**config.mk**
```make
export PLATFORM = sky130hd
export DESIGN_NAME = dcpu16_mbox_slv
export DESIGN_NICKNAME = d
export VERILOG_FILES = /design/src/rtl/dcpu16_mbox_slv.sv
export SDC_FILE = /design/constraint.sdc
export NUM_CORES = 1
export LEC_CHECK = 0
export CAP_MARGIN = 20
export CORE_ASPECT_RATIO = 0.8
export CORE_UTILIZATION = 30
export DETAILED_ROUTE_END_ITERATION = 10
export GPL_TIMING_DRIVEN = 0
export PLACE_DENSITY = 0.55
export SYNTH_ARGS = -nofsm -noshare
export SYNTH_HDL_FRONTEND = slang
export SYNTH_SLANG_ARGS = --single-unit
```
**constraint.sdc**
```tcl
create_clock -name clk -period 4 [get_ports clk]
set_clock_uncertainty 0.2 [all_clocks]
set_input_delay 0.8 -clock clk [delete_from_list [all_inputs] [get_ports clk]]
set_output_delay 0.8 -clock clk [all_outputs]
set_load 0.005 [all_outputs]
```
**src/rtl/dcpu16_mbox_slv.sv**
```systemverilog
// dcpu16_mbox_slv: Wishbone-classic mailbox responder on the dcpu16 data bus.
// Ports: clk/rst (async active-low) | ab_adr, ab_dto, ab_stb, ab_wre in; ab_dti, ab_ack out (CPU side)
//        mb_dat, mb_vld out, mb_rdy in (TX consumer) | mi_dat, mi_vld in, mi_rdy out (RX producer)
// Window: STATUS(+0), TXDATA(+1), RXDATA(+2), SCRATCH(+3); WAIT wait states then a one-cycle ack.
module dcpu16_mbox_slv #(
  parameter logic [15:0] BASE     = 16'hFFF0,
  parameter int          WAIT     = 0,
  parameter int          DEPTH_LG = 2
) (
  input  logic        clk,
  input  logic        rst,
  input  logic [15:0] ab_adr,
  input  logic [15:0] ab_dto,
  output logic [15:0] ab_dti,
  input  logic        ab_stb,
  input  logic        ab_wre,
  output logic        ab_ack,
  output logic [15:0] mb_dat,
  output logic        mb_vld,
  input  logic        mb_rdy,
  input  logic [15:0] mi_dat,
  input  logic        mi_vld,
  output logic        mi_rdy
);
  localparam int                DEPTH = 1 << DEPTH_LG;
  localparam logic [DEPTH_LG:0] FULL  = {1'b1, {DEPTH_LG{1'b0}}};
  localparam logic [DEPTH_LG:0] CONE  = (DEPTH_LG + 1)'(1);
  localparam logic [DEPTH_LG-1:0] PONE = DEPTH_LG'(1);
  typedef enum logic [1:0] {IDLE, WT, ACK} state_t;
  state_t              r_st;
  logic [3:0]          r_cnt;
  logic [1:0]          r_off;
  logic                r_wre;
  logic [15:0]         r_dto;
  logic                r_rx_hit;
  logic                r_ack;
  logic [15:0]         r_dti;
  logic [15:0]         r_scr;
  logic                r_tx_ovf;
  logic                r_rx_udf;
  logic [15:0]         r_tx_mem [DEPTH];
  logic [15:0]         r_rx_mem [DEPTH];
  logic [DEPTH_LG-1:0] r_tx_wp, r_tx_rp, r_rx_wp, r_rx_rp;
  logic [DEPTH_LG:0]   r_tx_cnt, r_rx_cnt;
  logic        w_sel, w_go_ack, w_commit, w_wre;
  logic [1:0]  w_off;
  logic        w_tx_empty, w_tx_full, w_rx_empty, w_rx_full;
  logic        w_tx_pop, w_tx_req, w_tx_push, w_rx_pop, w_rx_push, w_stat_wr;
  logic [15:0] w_status, w_rdat;
  assign w_sel      = ab_stb && (ab_adr[15:2] == BASE[15:2]);
  assign w_commit   = (r_st == ACK);
  assign w_tx_empty = (r_tx_cnt == '0);
  assign w_tx_full  = (r_tx_cnt == FULL);
  assign w_rx_empty = (r_rx_cnt == '0);
  assign w_rx_full  = (r_rx_cnt == FULL);
  assign w_tx_pop   = !w_tx_empty && mb_rdy;
  assign w_tx_req   = w_commit && r_wre && (r_off == 2'd1);
  // A full FIFO still takes a push when its head leaves on the same edge
  assign w_tx_push  = w_tx_req && (!w_tx_full || w_tx_pop);
  // Pop only if the head existed when the read data was captured, so data and pop agree
  assign w_rx_pop   = w_commit && !r_wre && (r_off == 2'd2) && r_rx_hit;
  assign mi_rdy     = !w_rx_full || w_rx_pop;
  assign w_rx_push  = mi_vld && mi_rdy;
  assign w_stat_wr  = w_commit && r_wre && (r_off == 2'd0);
  assign w_go_ack   = ((r_st == IDLE) && w_sel && (WAIT == 0)) || ((r_st == WT) && ab_stb && (r_cnt == 4'd0));
  // Entering ACK straight from IDLE uses the live bus; otherwise the latched access
  assign w_off      = (r_st == IDLE) ? ab_adr[1:0] : r_off;
  assign w_wre      = (r_st == IDLE) ? ab_wre : r_wre;
  assign w_status   = {4'(r_rx_cnt), 4'(r_tx_cnt), 2'b00, r_rx_udf, r_tx_ovf,
                       w_rx_full, w_rx_empty, w_tx_full, w_tx_empty};
  assign w_rdat     = w_wre ? 16'h0000 :
                      (w_off == 2'd0) ? w_status :
                      (w_off == 2'd1) ? {12'd0, 4'(r_tx_cnt)} :
                      (w_off == 2'd2) ? (w_rx_empty ? 16'h0000 : r_rx_mem[r_rx_rp]) : r_scr;
  assign ab_ack     = r_ack;
  assign ab_dti     = r_dti;
  assign mb_vld     = !w_tx_empty;
  assign mb_dat     = r_tx_mem[r_tx_rp];
  always_ff @(posedge clk or negedge rst) begin
    if (!rst) begin
      r_st     <= IDLE;
      r_cnt    <= '0;
      r_off    <= '0;
      r_wre    <= 1'b0;
      r_dto    <= '0;
      r_rx_hit <= 1'b0;
      r_ack    <= 1'b0;
      r_dti    <= '0;
      r_scr    <= '0;
      r_tx_ovf <= 1'b0;
      r_rx_udf <= 1'b0;
      r_tx_wp  <= '0;
      r_tx_rp  <= '0;
      r_rx_wp  <= '0;
      r_rx_rp  <= '0;
      r_tx_cnt <= '0;
      r_rx_cnt <= '0;
    end else begin
      r_ack <= w_go_ack;
      r_dti <= w_go_ack ? w_rdat : 16'h0000;
      if (w_go_ack) r_rx_hit <= !w_rx_empty;
      if (r_st == IDLE && w_sel) begin
        r_off <= ab_adr[1:0];
        r_wre <= ab_wre;
        r_dto <= ab_dto;
        r_cnt <= 4'(WAIT - 1);
        r_st  <= (WAIT == 0) ? ACK : WT;
      end else if (r_st == WT) begin
        r_st  <= !ab_stb ? IDLE : (r_cnt == 4'd0) ? ACK : WT;
        r_cnt <= r_cnt - 4'd1;
      end else if (r_st == ACK) begin
        r_st <= IDLE;
      end
      if (w_commit && r_wre && r_off == 2'd3) r_scr <= r_dto;
      // A new event outranks a clear in the same cycle
      r_tx_ovf <= (w_tx_req && w_tx_full && !w_tx_pop) || (r_tx_ovf && !(w_stat_wr && r_dto[4]));
      r_rx_udf <= (w_commit && !r_wre && r_off == 2'd2 && !r_rx_hit) || (r_rx_udf && !(w_stat_wr && r_dto[5]));
      if (w_tx_push) r_tx_wp <= r_tx_wp + PONE;
      if (w_tx_pop)  r_tx_rp <= r_tx_rp + PONE;
      if (w_rx_push) r_rx_wp <= r_rx_wp + PONE;
      if (w_rx_pop)  r_rx_rp <= r_rx_rp + PONE;
      r_tx_cnt <= (w_tx_push && !w_tx_pop) ? r_tx_cnt + CONE : (!w_tx_push && w_tx_pop) ? r_tx_cnt - CONE : r_tx_cnt;
      r_rx_cnt <= (w_rx_push && !w_rx_pop) ? r_rx_cnt + CONE : (!w_rx_push && w_rx_pop) ? r_rx_cnt - CONE : r_rx_cnt;
    end
  end
  always_ff @(posedge clk) begin
    if (w_tx_push) r_tx_mem[r_tx_wp] <= r_dto;
    if (w_rx_push) r_rx_mem[r_rx_wp] <= mi_dat;
  end
endmodule
```
==> results of run 1 <==
-- synthesized netlist by cell type, types with 4 or more instances --
cell type / n
nor4_1: 8
mux2_1: 31
a22oi_1: 11
nand3b_1: 8
o21ai_0: 4
nand4_1: 4
xnor2_1: 8
and2_1: 8
mux4_2: 32
a21oi_1: 9
ha_1: 11
xor2_1: 7
edfxtp_1: 128
dfrtp_1: 75
nor3_1: 9
nand2_1: 18
nor2_1: 6
buf_2: 12
mux2_2: 6
inv_1: 12
buf_4: 4
-- logic make-up (layout without fill, tap and decap cells) --
kind of cell,Yosys count,count (layout),synth area share [%]
buffers and inverters,35,165,2.13
xor gates and xnor gates,15,15,1.59
adders and majority gates,13,13,2.15
DFF,203,203,69.1
and+or+nand+nor,90,90,6.95
muxes,71,71,14.0
AOI/OAI and AO/OA,44,44,4.02
-- sequential cells by signal (all words and copies together) (netlist names), 2 cells and up --
name,count
r_scr,16
r_cnt,4
r_tx_cnt,3
r_tx_mem,64
r_st,2
r_rx_wp,2
r_tx_wp,2
r_off,2
r_rx_mem,64
r_dto,16
ab_dti,16
r_rx_cnt,3
r_tx_rp,2
r_rx_rp,2
-- per-stage QoR --
stage	cells	area, um2
2_1_floorplan	471	8280
3_3_place_gp	916	9600
3_5_place_dp	917	9630
4_1_cts	958	10400
5_1_grt	958	10400
6_report	958	10400
-- path summary, 6_finish.rpt --
check / end
min in group asynchronous: r_dto[10]$_DFFE_PN0P_
worst min register to register: r_scr[15]$_DFFE_PN0P_
worst max register to register: r_rx_mem[1][6]$_DFFE_PP_
worst max-delay path: mb_dat[14]
max in group asynchronous: r_tx_cnt[1]$_DFFE_PN0P_
worst min-delay path: r_scr[15]$_DFFE_PN0P_
-- power groups by stage --
stage / Clock, mW / Combinational (mW) / Sequential [mW]
after floorplan: 0 / 0.301 / 2.49
after global placement: 0 / 0.499 / 2.50
after detailed placement: 0 / 0.519 / 2.51
after CTS: 2.13 / 0.522 / 2.47
after global routing: 2.22 / 0.563 / 2.48
final: 2.09 / 0.508 / 2.46
-- layout make-up --
| cell class | instances | area (um2) |
|---|---|---|
| Sequential cell | 203 | 5720 |
| Inverter | 14 | 52.6 |
| Clock buffer | 25 | 583 |
| Timing Repair Buffer | 90 | 916 |
| Tap cell | 357 | 447 |
| Multi-Input combinational cell | 233 | 2380 |
| Fill cell | 2445 | 16300 |
| Buffer | 21 | 124 |
| Clock inverter | 15 | 168 |
-- layer usage --
metal | up-vias | part of all wire (%)
li1 | 2053 | -
met1 | 2263 | 48
met2 | 90 | 46
met3 | 27 | 4.2
met4 | 0 | 2.0
met5 | - | 0
-- worst register-to-register path, cell delays in order (launching register included) --
cell	delay, ns
dfrtp_1	0.45
nand2b_1	0.21
nor4_2	0.62
o21a_2	0.29
and2_1	0.74
==> flow_metrics.tcl, run 1 <==
set metrics [dict create \
    postCtsSetupRepairBufs 0 \
    switching_power_mw 1.17 \
    cp-end-kind "output pin" \
    rr_worst_depth 4 \
    routed_via_density 4.63 \
    crit_path_max_fanout 10 \
    maxSlewHeadroom_pct 39.4 \
    syn_area_mm2 0.00828 \
    postRouteAntennaNets 0 \
    drc_errors 0 \
    final_common_cell "edfxtp_1" \
    cts_tree "done" \
    core_mm2 0.0267 \
    grt_use_met2_pct 20.4 \
    reg2reg_slack_ns 1.10 \
    intPower_mw 3.89 \
    fin_crit_sh_pct 91.5 \
    drv_cap 0 \
    finalHoldViolations 0 \
    worst_setup_path_start_kind "register" \
    worst_pin_slew_ns 0.909 \
    mostFrequentLayoutCells "edfxtp_1, clkdlybuf4s50_1, dfrtp_1" \
    drtPass1Iterations 4 \
    powerDensity_mw_per_mm2 487 \
    pre_cts_slack_ns 0.748 \
    post_synth.cell_area_avg_um2 17.6 \
    hold_start "r_scr[15]$_DFFE_PN0P_" \
    cts_root_buf "clkbuf_16" \
    status "finished, final reports clean" \
    hold_class "register to register" \
    fin_util_pct 39.0 \
    slew_violations 0 \
    dieArea_mm2 0.0283 \
    layout-drive-gt1-share_pct 19.6 \
    synth_nets 538 \
    antenna_found_initial 0 \
    wl_per_cell_um 18.4 \
    numCtsBuffers 22 \
    grt_pass1_wl_mm 27.3 \
    cts_buffer_depth 3 \
    ys_ff_latch 203 \
    grtUsageMet3_pct 2.61 \
    grt_start_max_net_pins 69 \
    first_global_vias 4710 \
    synthesis.instances 471 \
    ys_async_sr_fraction_pct 36.9 \
    die_w_um 188 \
    drt_wl_total_mm 17.6 \
    dr_total_vias 4433 \
    dpl.hpwl_mm 12.2 \
    reg2reg_from "r_off[0]$_DFFE_PN0P_" \
    yosysTopAreaCellShare_pct 46.4 \
    power_frac_seq_pct 48.7 \
    cts-resized-gates 0 \
    cts_sinks 203 \
    worst-setup-path-type "register to output pin" \
    arrival_ns 2.66 \
    p_comb_share_pct 10.0 \
    htreeDepth 1 \
    cp_num_buf_inv 3 \
    track_usage_pct 12.8 \
    worst_slack_ns 0.339 \
    area_delta_synth_final_pct 25.5 \
    yosys_most_used_dff "edfxtp_1" \
    cpMostUsedCell "clkbuf_1" \
    yosys_warnings 0 \
    switching_share_pct 23.0 \
    netlist_top_cells_area "edfxtp_1, dfrtp_1, mux4_2, mux2_1, ha_1" \
    final_nets 652 \
    hold_path_depth 1 \
    crit_chain "clkbuf_1 -> clkbuf_1 -> mux4_2 -> clkdlybuf4s50_1" \
    slowest_stage "clkbuf_1" \
    synth_seq_area_share_pct 69.1 \
    clockPowerShare_pct 41.2 \
    cts_hold_buffers 1 \
    cts.clk_slew.worst_paths_ns 0.07 \
    grtUsageMet1_pct 17.9 \
    synth_cell_types 61 \
    portBuffers 88 \
    setup_viol_count_final 0 \
    crit_family "buffers and inverters" \
    synth_edf_count 128 \
    worstSetupStartpoint "r_tx_rp[1]$_DFFE_PN0P_" \
    clk_latency_ns 0.50 \
    rsz0062_at_grt "no" \
    max_stage_delay_ns 0.55 \
    max_freq_mhz 273 \
    crit_cells 4 \
    busiest_layer "met2" \
    p_leak_nw 3.79 \
    gp_congestion 0.761 \
    cp.required_ns 3.00 \
    fp.dieH_um 151 \
    finalHoldWorstSlack_ns 0.320 \
    ios 89 \
    start_util_pct 31.0 \
    ir_drop_uv 293 \
    yosys.area.top_type "edfxtp_1" \
    first_iter_violations 306 \
    tns_ns 0 \
    diodes 0 \
    fp-row-count 53 \
    fin_crit_ns 3.66 \
    overflow 0 \
    finalPower_mw 5.06 \
]
Power figures use the tool's default switching activity.
==> run 2: changes to the inputs <==
CTS_CLUSTER_SIZE = 28   (was unset)
SKIP_LAST_GASP = 1   (was unset)
clock period = 4.1 ns   (was 4 ns; I/O delays follow)
==> results of run 2 <==
Same layout as run 1 (identical final DEF). Status: finished, final reports clean.
Main changes from that run: setup slack after placement 0.748 ns -> 0.828 ns; setup slack after layout 0.339 ns -> 0.419 ns; register-to-register setup slack 1.10 ns -> 1.20 ns; total power 5.06 mW -> 4.93 mW; worst IR drop on VDD 293 uV -> 286 uV
==> run 3: changes to the inputs <==
ABC_CLOCK_PERIOD_IN_PS = 4100   (was unset)
CORE_UTILIZATION = 39   (was 30)
PLACE_DENSITY = 0.66   (was 0.55)
==> flow_metrics.tcl, run 3 (same netlist as run 1, synthesis figures left out) <==
set metrics [dict create \
    status "finished, final reports clean" \
    grtUsageMet1_pct 22.5 \
    gp_congestion 0.804 \
    finalPower_mw 4.69 \
    worst_setup_path_start_kind "register" \
    power_frac_seq_pct 51.3 \
    dieArea_mm2 0.0218 \
    antenna_found_initial 0 \
    r2r_end "r_rx_cnt[2]$_DFFE_PN0P_" \
    dr_total_vias 4464 \
    htreeDepth 1 \
    cts-resized-gates 0 \
    ios 89 \
    grt_use_met2_pct 26.9 \
    die_w_um 165 \
    final_nets 649 \
    slew_violations 0 \
    setup_viol_count_final 0 \
    tns_ns 0 \
    pre_cts_slack_ns 0.853 \
    grtUsageMet3_pct 2.89 \
    worst-setup-path-type "register to output pin" \
    postRouteAntennaNets 0 \
    max_freq_mhz 271 \
    worst_pin_slew_ns 0.930 \
    drtPass1Iterations 4 \
    reg2reg_slack_ns 1.26 \
    cp.required_ns 3.08 \
    core_mm2 0.0208 \
    powerDensity_mw_per_mm2 462 \
    numCtsBuffers 20 \
    clockPowerShare_pct 37.9 \
    cts_buffer_depth 3 \
    maxSlewHeadroom_pct 38.0 \
    start_util_pct 39.9 \
    switching_share_pct 22.6 \
    cp-end-kind "output pin" \
    finalHoldWorstSlack_ns 0.0771 \
    dp.cells 829 \
    layout-drive-gt1-share_pct 18.1 \
    fin_util_pct 48.9 \
    final_cell_area_mm2 0.0102 \
    drv_cap 0 \
    finalHoldViolations 0 \
    portBuffers 88 \
    drc_errors 0 \
    grt_start_max_net_pins 46 \
    fin_crit_ns 3.69 \
    p_leak_nw 3.74 \
    reg2reg_from "r_off[0]$_DFFE_PN0P_" \
    p_comb_share_pct 10.8 \
    hold_class "input port to async pin" \
    crit_path_max_fanout 10 \
    grt_pass1_wl_mm 26.9 \
    intPower_mw 3.64 \
    final_common_cell "edfxtp_1" \
    dpl_cell_area_mm2 0.00952 \
    ir_drop_uv 372 \
    overflow 0 \
    routed_via_density 5.16 \
    fp.dieH_um 132 \
    first_global_vias 4849 \
    wl_per_cell_um 19.8 \
    diodes 0 \
    rsz0062_at_grt "no" \
    track_usage_pct 16.3 \
    cts_root_buf "clkbuf_16" \
    rr_worst_depth 9 \
    drt_wl_total_mm 17.1 \
    area_delta_synth_final_pct 22.8 \
    cts_sinks 203 \
    first_iter_violations 335 \
    arrival_ns 2.67 \
    dpl.hpwl_mm 11.9 \
    fp-row-count 47 \
    mostFrequentLayoutCells "edfxtp_1, clkdlybuf4s50_1, dfrtp_1" \
    cts.clk_slew.worst_paths_ns 0.06 \
    worst_slack_ns 0.407 \
    reg_top3 "r_rx_mem (64), r_tx_mem (64)" \
    fin_crit_sh_pct 90.1 \
    switching_power_mw 1.06 \
    cts_tree "done" \
    postCtsSetupRepairBufs 0 \
    layoutNonFillerInstCount 865 \
    clk_latency_ns 0.48 \
    cts_hold_buffers 0 \
    busiest_layer "met2" \
]
## run 3: cell types whose count changed in the layout (fill, tap and decap cells not counted), sizes merged
| cell | delta |
|---|---|
| clkinv | -3 |
| clkbuf | +5 |
| bufinv | -2 |
| clkinvlp | -4 |
| dlygate4sd3 | -1 |
## run 3: cell type report
type                    instances  area (um2)
fillers                      1738       10600
flip-flops and latches        203        5720
multi-input cells             233        2380
repair buffers                 89         906
clock buffers                  30         589
well taps                     269         337
plain buffers                  21         124
inverters                      14        52.6
clock inverters                 6        51.3
## run 3: worst max-delay path, stage by stage, from the launching register on
cell,delay (ns)
dfrtp_1,0.32
clkbuf_1,0.41
clkbuf_1,0.57
mux4_2,0.43
clkdlybuf4s50_1,0.46
## run 3: layer usage
metal  routed length [um]  part of all wire (%)
met2                 8370                    49
met3                  734                   4.3
met1                 7800                    46
met4                  239                   1.4
met5                    0                     0
## run 3: worst max-delay path by stage
stage	to	cells after the start	slack (ns)	startpoint
floorplan	r_tx_cnt[1]$_DFFE_PN0P_	7	1.63	mb_rdy
global placement	r_cnt[2]$_DFFE_PN0P_	1	-0.68	rst
detailed placement	r_tx_cnt[2]$_DFFE_PN0P_	10	0.85	mb_rdy
CTS	mb_dat[12]	4	0.35	r_tx_rp[1]$_DFFE_PN0P_
global route	mb_dat[7]	4	0.24	r_tx_rp[1]$_DFFE_PN0P_
finish	mb_dat[6]	4	0.41	r_tx_rp[1]$_DFFE_PN0P_
## run 3: power by group through the flow
stage               combinational, mW  clock [mW]  sequential (mW)
finish                          0.506        1.78             2.41
global route                    0.554        1.89             2.42
CTS                             0.516        1.81             2.41
detailed placement              0.513           0             2.45
global placement                0.480           0             2.44
floorplan                       0.294           0             2.43
==> patch 1: new RTL, flow settings as in run 2 <==
Make the reset (`rst`) synchronous in one clocked block. Comments in the files are not updated.
--- a/src/rtl/dcpu16_mbox_slv.sv
+++ b/src/rtl/dcpu16_mbox_slv.sv
@@ -77,5 +77,5 @@
   assign mb_vld     = !w_tx_empty;
   assign mb_dat     = r_tx_mem[r_tx_rp];
-  always_ff @(posedge clk or negedge rst) begin
+  always_ff @(posedge clk) begin
     if (!rst) begin
       r_st     <= IDLE;
Check against the original RTL: differs if rst is asserted again (counterexample within 4 cycles, from zero or initial values and one cycle with rst low); with rst held inactive, the same outputs for 4 cycles.
==> patch 1 against run 2 <==
  * The run now ends with DRC left
  * Non-clock buffer count grew 4
  * Critical path depth is the same
  * Cell area shrank 2.9%
  * Sequential cell count grew 4
  * Routed wire length grew 3.9%
  * Via count grew 11%
  * Area after synthesis shrank 3.2%
  * Worst setup slack lost 14 ps
  * Critical path type unchanged
  * Critical endpoint unchanged
Power is not compared: it rests on default switching activity, and its combinational part moved more than twofold at a synthesized area within 25%.
==> patch 1: results <==
group,metric,value,unit
global_routing,largest_net_degree_at_the_start_of_global_routing,17,
outcome,run_status,"finished with violations",
detailed_routing,vias_per_cell,4.705,
yosys,synth.distinct_cells,52,
yosys,ys_async_sr_fraction,0,%
detailed_routing,met2_wl_post_dr,9158,um
global_routing,use_met3,2.057,%
clock_tree,ctsRootBufferMaster,"sky130_fd_sc_hd__clkbuf_16",
detailed_routing,route.vias.total,4912,
global_routing,via_count_of_the_first_global_routing_pass,5190,
placed_design,dp_cells,1001,
yosys,synth_ff_type,"sky130_fd_sc_hd__edfxtp_1",
placed_design,dp.final_hpwl,12960,um
placed_design,io_buffer_count,88,
yosys,yosysSeqAreaShare,67.70,%
global_routing,global_route.usage.total,13.60,%
yosys,syn_inst,556,
detailed_routing,initialDrtViolationCount,383,
cells_and_area,layout-drive-gt1-share,13.56,%
global_routing,number_of_antenna_violations_at_the_first_check_in_global_routing,1,
clock_tree,postCtsSetupBuffers,0,
clock_tree,insertion_delay,500,ps
cells_and_area,largest_registers,"r_rx_mem x64, r_tx_mem x64",
pwr,ir_worst_vdd,0.0003353,V
detailed_routing,maxUsedRoutingLayer,"met4",
placed_design,gpl.final_weighted_congestion,0.7827,
critical_path,crit_fanout,10,
yosys,synth.area.top_cells,"sky130_fd_sc_hd__edfxtp_1 48%, sky130_fd_sc_hd__dfxtp_1 20%, sky130_fd_sc_hd__mux4_2 9.0%",
clock_tree,cts-buffers-inserted,23,
yosys,synth_common_cells,"128 x sky130_fd_sc_hd__edfxtp_1, 86 x sky130_fd_sc_hd__nand2_1, 79 x sky130_fd_sc_hd__dfxtp_1",
clock_tree,clock_tree.buffer_depth,3,
pwr,total_leakage_power,3.436,nW
detailed_routing,drc,2,
critical_path,data_arrival_time_at_the_worst_slack_endpoint,2670,ps
critical_path,max_stage_delay,640,ps
yosys,synth_nets,626,
outcome,failed_checks,"DRC",
detailed_routing,totalWireLength,18320,um
clock_tree,cts-htree-levels,1,
cells_and_area,final.fill_count,2540,
sta,tightestPinTransition,967.9,ps
global_routing,grt_use_met1,17.78,%
global_routing,grt_pass1_wl,28260,um
cells_and_area,nNetsFinal,739,
clock_tree,clk_transition_reported_paths,60,ps
worst_hold_path,worst_hold_path_type,"register to register",
detailed_routing,detailroute.wirelength.met3,767,um
detailed_routing,route.layer.met1.wl,8147,um
global_routing,grt_use_met2,23.36,%
detailed_routing,detail_route.first_pass.iterations,10,
critical_path,path_delay_family,"buffers and inverters",
patch 1: area by class of cell:
| class | instances | share of cell area, % |
|---|---|---|
| sequential | 207 | 53.78 |
| multi-input combinational | 307 | 23.75 |
| timing repair buffer | 88 | 8.731 |
| clock buffer | 30 | 6.263 |
| tap | 357 | 4.428 |
| buffer | 27 | 1.352 |
| clock inverter | 12 | 1.116 |
| inverter | 15 | 0.5581 |
| antenna | 1 | 0.02480 |
patch 1: logic make-up (layout without fill, tap and decap cells):
logic type / Yosys count / count (layout) / synth area share, %
muxes: 40 / 40 / 10.02
other: 0 / 1 / 0
and+or+nand+nor: 149 / 149 / 9.024
adders and majority gates: 16 / 16 / 2.685
xor gates and xnor gates: 12 / 12 / 1.312
buffers and inverters: 42 / 172 / 2.404
DFF: 207 / 207 / 67.70
AOI/OAI and AO/OA: 90 / 90 / 6.854
patch 1: path summary, 6_finish.rpt:
path | from | to | slack (ps) | cells after the start
setup / recovery | register | mb_dat[14] | 410 | 4
hold / removal | r_scr[1] | r_scr[1] | 270 | 2
setup reg to reg | r_st[0] | r_tx_cnt[2] | 1110 | 10
hold reg to reg | r_scr[1] | r_scr[1] | 270 | 2
patch 1: power breakdown:
part	internal (W)	total, W	switching (W)
sequential	0.00225	0.00227	0.0000218
combinational	0.000103	0.000226	0.000123
clock	0.00121	0.00199	0.000781
patch 1: through the flow:
stage	setup slack (ps)	total power, W	cell area [sq um]	hold slack, ps	util [%]
2_1_floorplan	1375	0.002426	8014	236.0	-
3_3_place_gp	631.8	0.002533	9341	255.9	35.57
3_5_place_dp	598.6	0.002545	9341	266.9	35.57
4_1_cts	341.7	0.004541	10090	275.1	38.41
5_1_grt	208.7	0.004642	10090	301.4	38.42
6_report	405.9	0.004492	10090	272.2	38.42
==> patch 2: new RTL, config.mk and constraints of run 2 <==
Without the edit above. Change the parameter `DEPTH_LG` from 2 to 4.
--- a/src/rtl/dcpu16_mbox_slv.sv
+++ b/src/rtl/dcpu16_mbox_slv.sv
@@ -6,5 +6,5 @@
   parameter logic [15:0] BASE     = 16'hFFF0,
   parameter int          WAIT     = 0,
-  parameter int          DEPTH_LG = 2
+  parameter int          DEPTH_LG = 4
 ) (
   input  logic        clk,
Formal check against the unedited RTL: not equivalent (a bounded check fails within 10 cycles, from zero or initial values and one cycle with rst low).
==> patch 2 against run 2 <==
  * Total power rose to 3.0 times the old value
  * Sequential cell count is 396 higher
  * Cell area increased to 2.7 times the old value
  * Count of clock-buffer cells in the layout is 65 higher
  * Area after synthesis rose to 2.9 times the old value
  * Non-clock buffer count up 59
  * Hold slack worse by 13 ps
  * Routed wire length rose to 3.2 times the old value
  * Sequential power rose to 3.0 times the old value
  * Worst setup slack worse by 310 ps
  * Synthesized cell count rose to 2.5 times the old value
  * Clock power grew to 2.7 times the old value
  * Largest cell class unchanged
  * Largest power group unchanged
  * Highest routed layer is now met5
==> patch 2: results <==
group,metric,value,unit
outcome,run_status,"completed",
cells_and_area,area_share_nonclk_buffers,5.966,%
critical_path,standard_cell_with_the_maximum_stage_delay_on_the_critical_path,"sky130_fd_sc_hd__mux4_2",
placed_design,postPlaceCellArea,26290,sq um
critical_path,max_stage_delay,570,ps
yosys,synth_xor_area_share,0.9228,%
placed_design,dp_worst_setup_slack,1.779,ps
clock_tree,cts-htree-levels,2,
cells_and_area,layout-drive-gt1-share,24.73,%
yosys,synth-compound-area-share,1.840,%
critical_path,setup.reg_to_reg.worst_slack,430,ps
critical_path,crit_start,"r_tx_rp[0]",
cells_and_area,clockNetworkAreaShare,6.986,%
cells_and_area,post_layout_nonfiller_instances,2440,
yosys,syn_inst,1184,
cells_and_area,buffers_excl_clock,170,
global_routing,global_route.usage.total,14.25,%
cells_and_area,nNetsFinal,1439,
critical_path,data_arrival_time_at_the_worst_slack_endpoint,2970,ps
critical_path,r2r-start,"r_tx_cnt[3]",
detailed_routing,detail_route.first_pass.iterations,5,
clock_tree,insertion_delay,640,ps
global_routing,grt_pass1_wl,83010,um
sta,timing.max_slew.rel_slack,24.64,%
cells_and_area,final.fill_count,7149,
pwr,p_clk,0.00543,W
placed_design,gpl.final_weighted_congestion,0.7945,
placed_design,dp.final_hpwl,37960,um
sta,finalWorstSetupSlack,110.5,ps
yosys,synth.area.top_cells,"sky130_fd_sc_hd__edfxtp_1 65%, sky130_fd_sc_hd__mux4_2 13%, sky130_fd_sc_hd__dfrtp_1 9.2%",
cells_and_area,insertedDiodeCount,2,
yosys,synth.distinct_cells,56,
clock_tree,cts-buffers-inserted,60,
cells_and_area,count_of_sequential_standard_cells,599,
detailed_routing,avgRoutedWirePerCell,23.17,um
[patch 2: cell count changes in the layout (fill, tap and decap cells not counted), moves of 18 or more]
cell | run 2 | this run
sky130_fd_sc_hd__mux2_2 | 6 | 37
sky130_fd_sc_hd__edfxtp_1 | 128 | 512
sky130_fd_sc_hd__mux4_2 | 32 | 132
sky130_fd_sc_hd__clkbuf_1 | 4 | 30
sky130_fd_sc_hd__mux2_1 | 31 | 0
sky130_fd_sc_hd__clkbuf_16 | 23 | 60
sky130_fd_sc_hd__nand2_1 | 18 | 93
sky130_fd_sc_hd__mux2i_1 | 1 | 19
[patch 2: timing repair]
item,CTS,global route
endpoints found under the hold margin,18,0
resized for setup,37,5
setup buffers,3,0
hold buffers,1,0
setup endpoints to repair,16,11
[patch 2: metal layers]
layer | GRT usage [%] | part of all wire [%] | vias up
met2 | 21.20 | 44 | 316
met1 | 21.36 | 47 | 6252
met3 | 2.669 | 6.2 | 81
li1 | - | - | 5152
met4 | 3.530 | 1.8 | 2
met5 | 0 | 0.023 | -
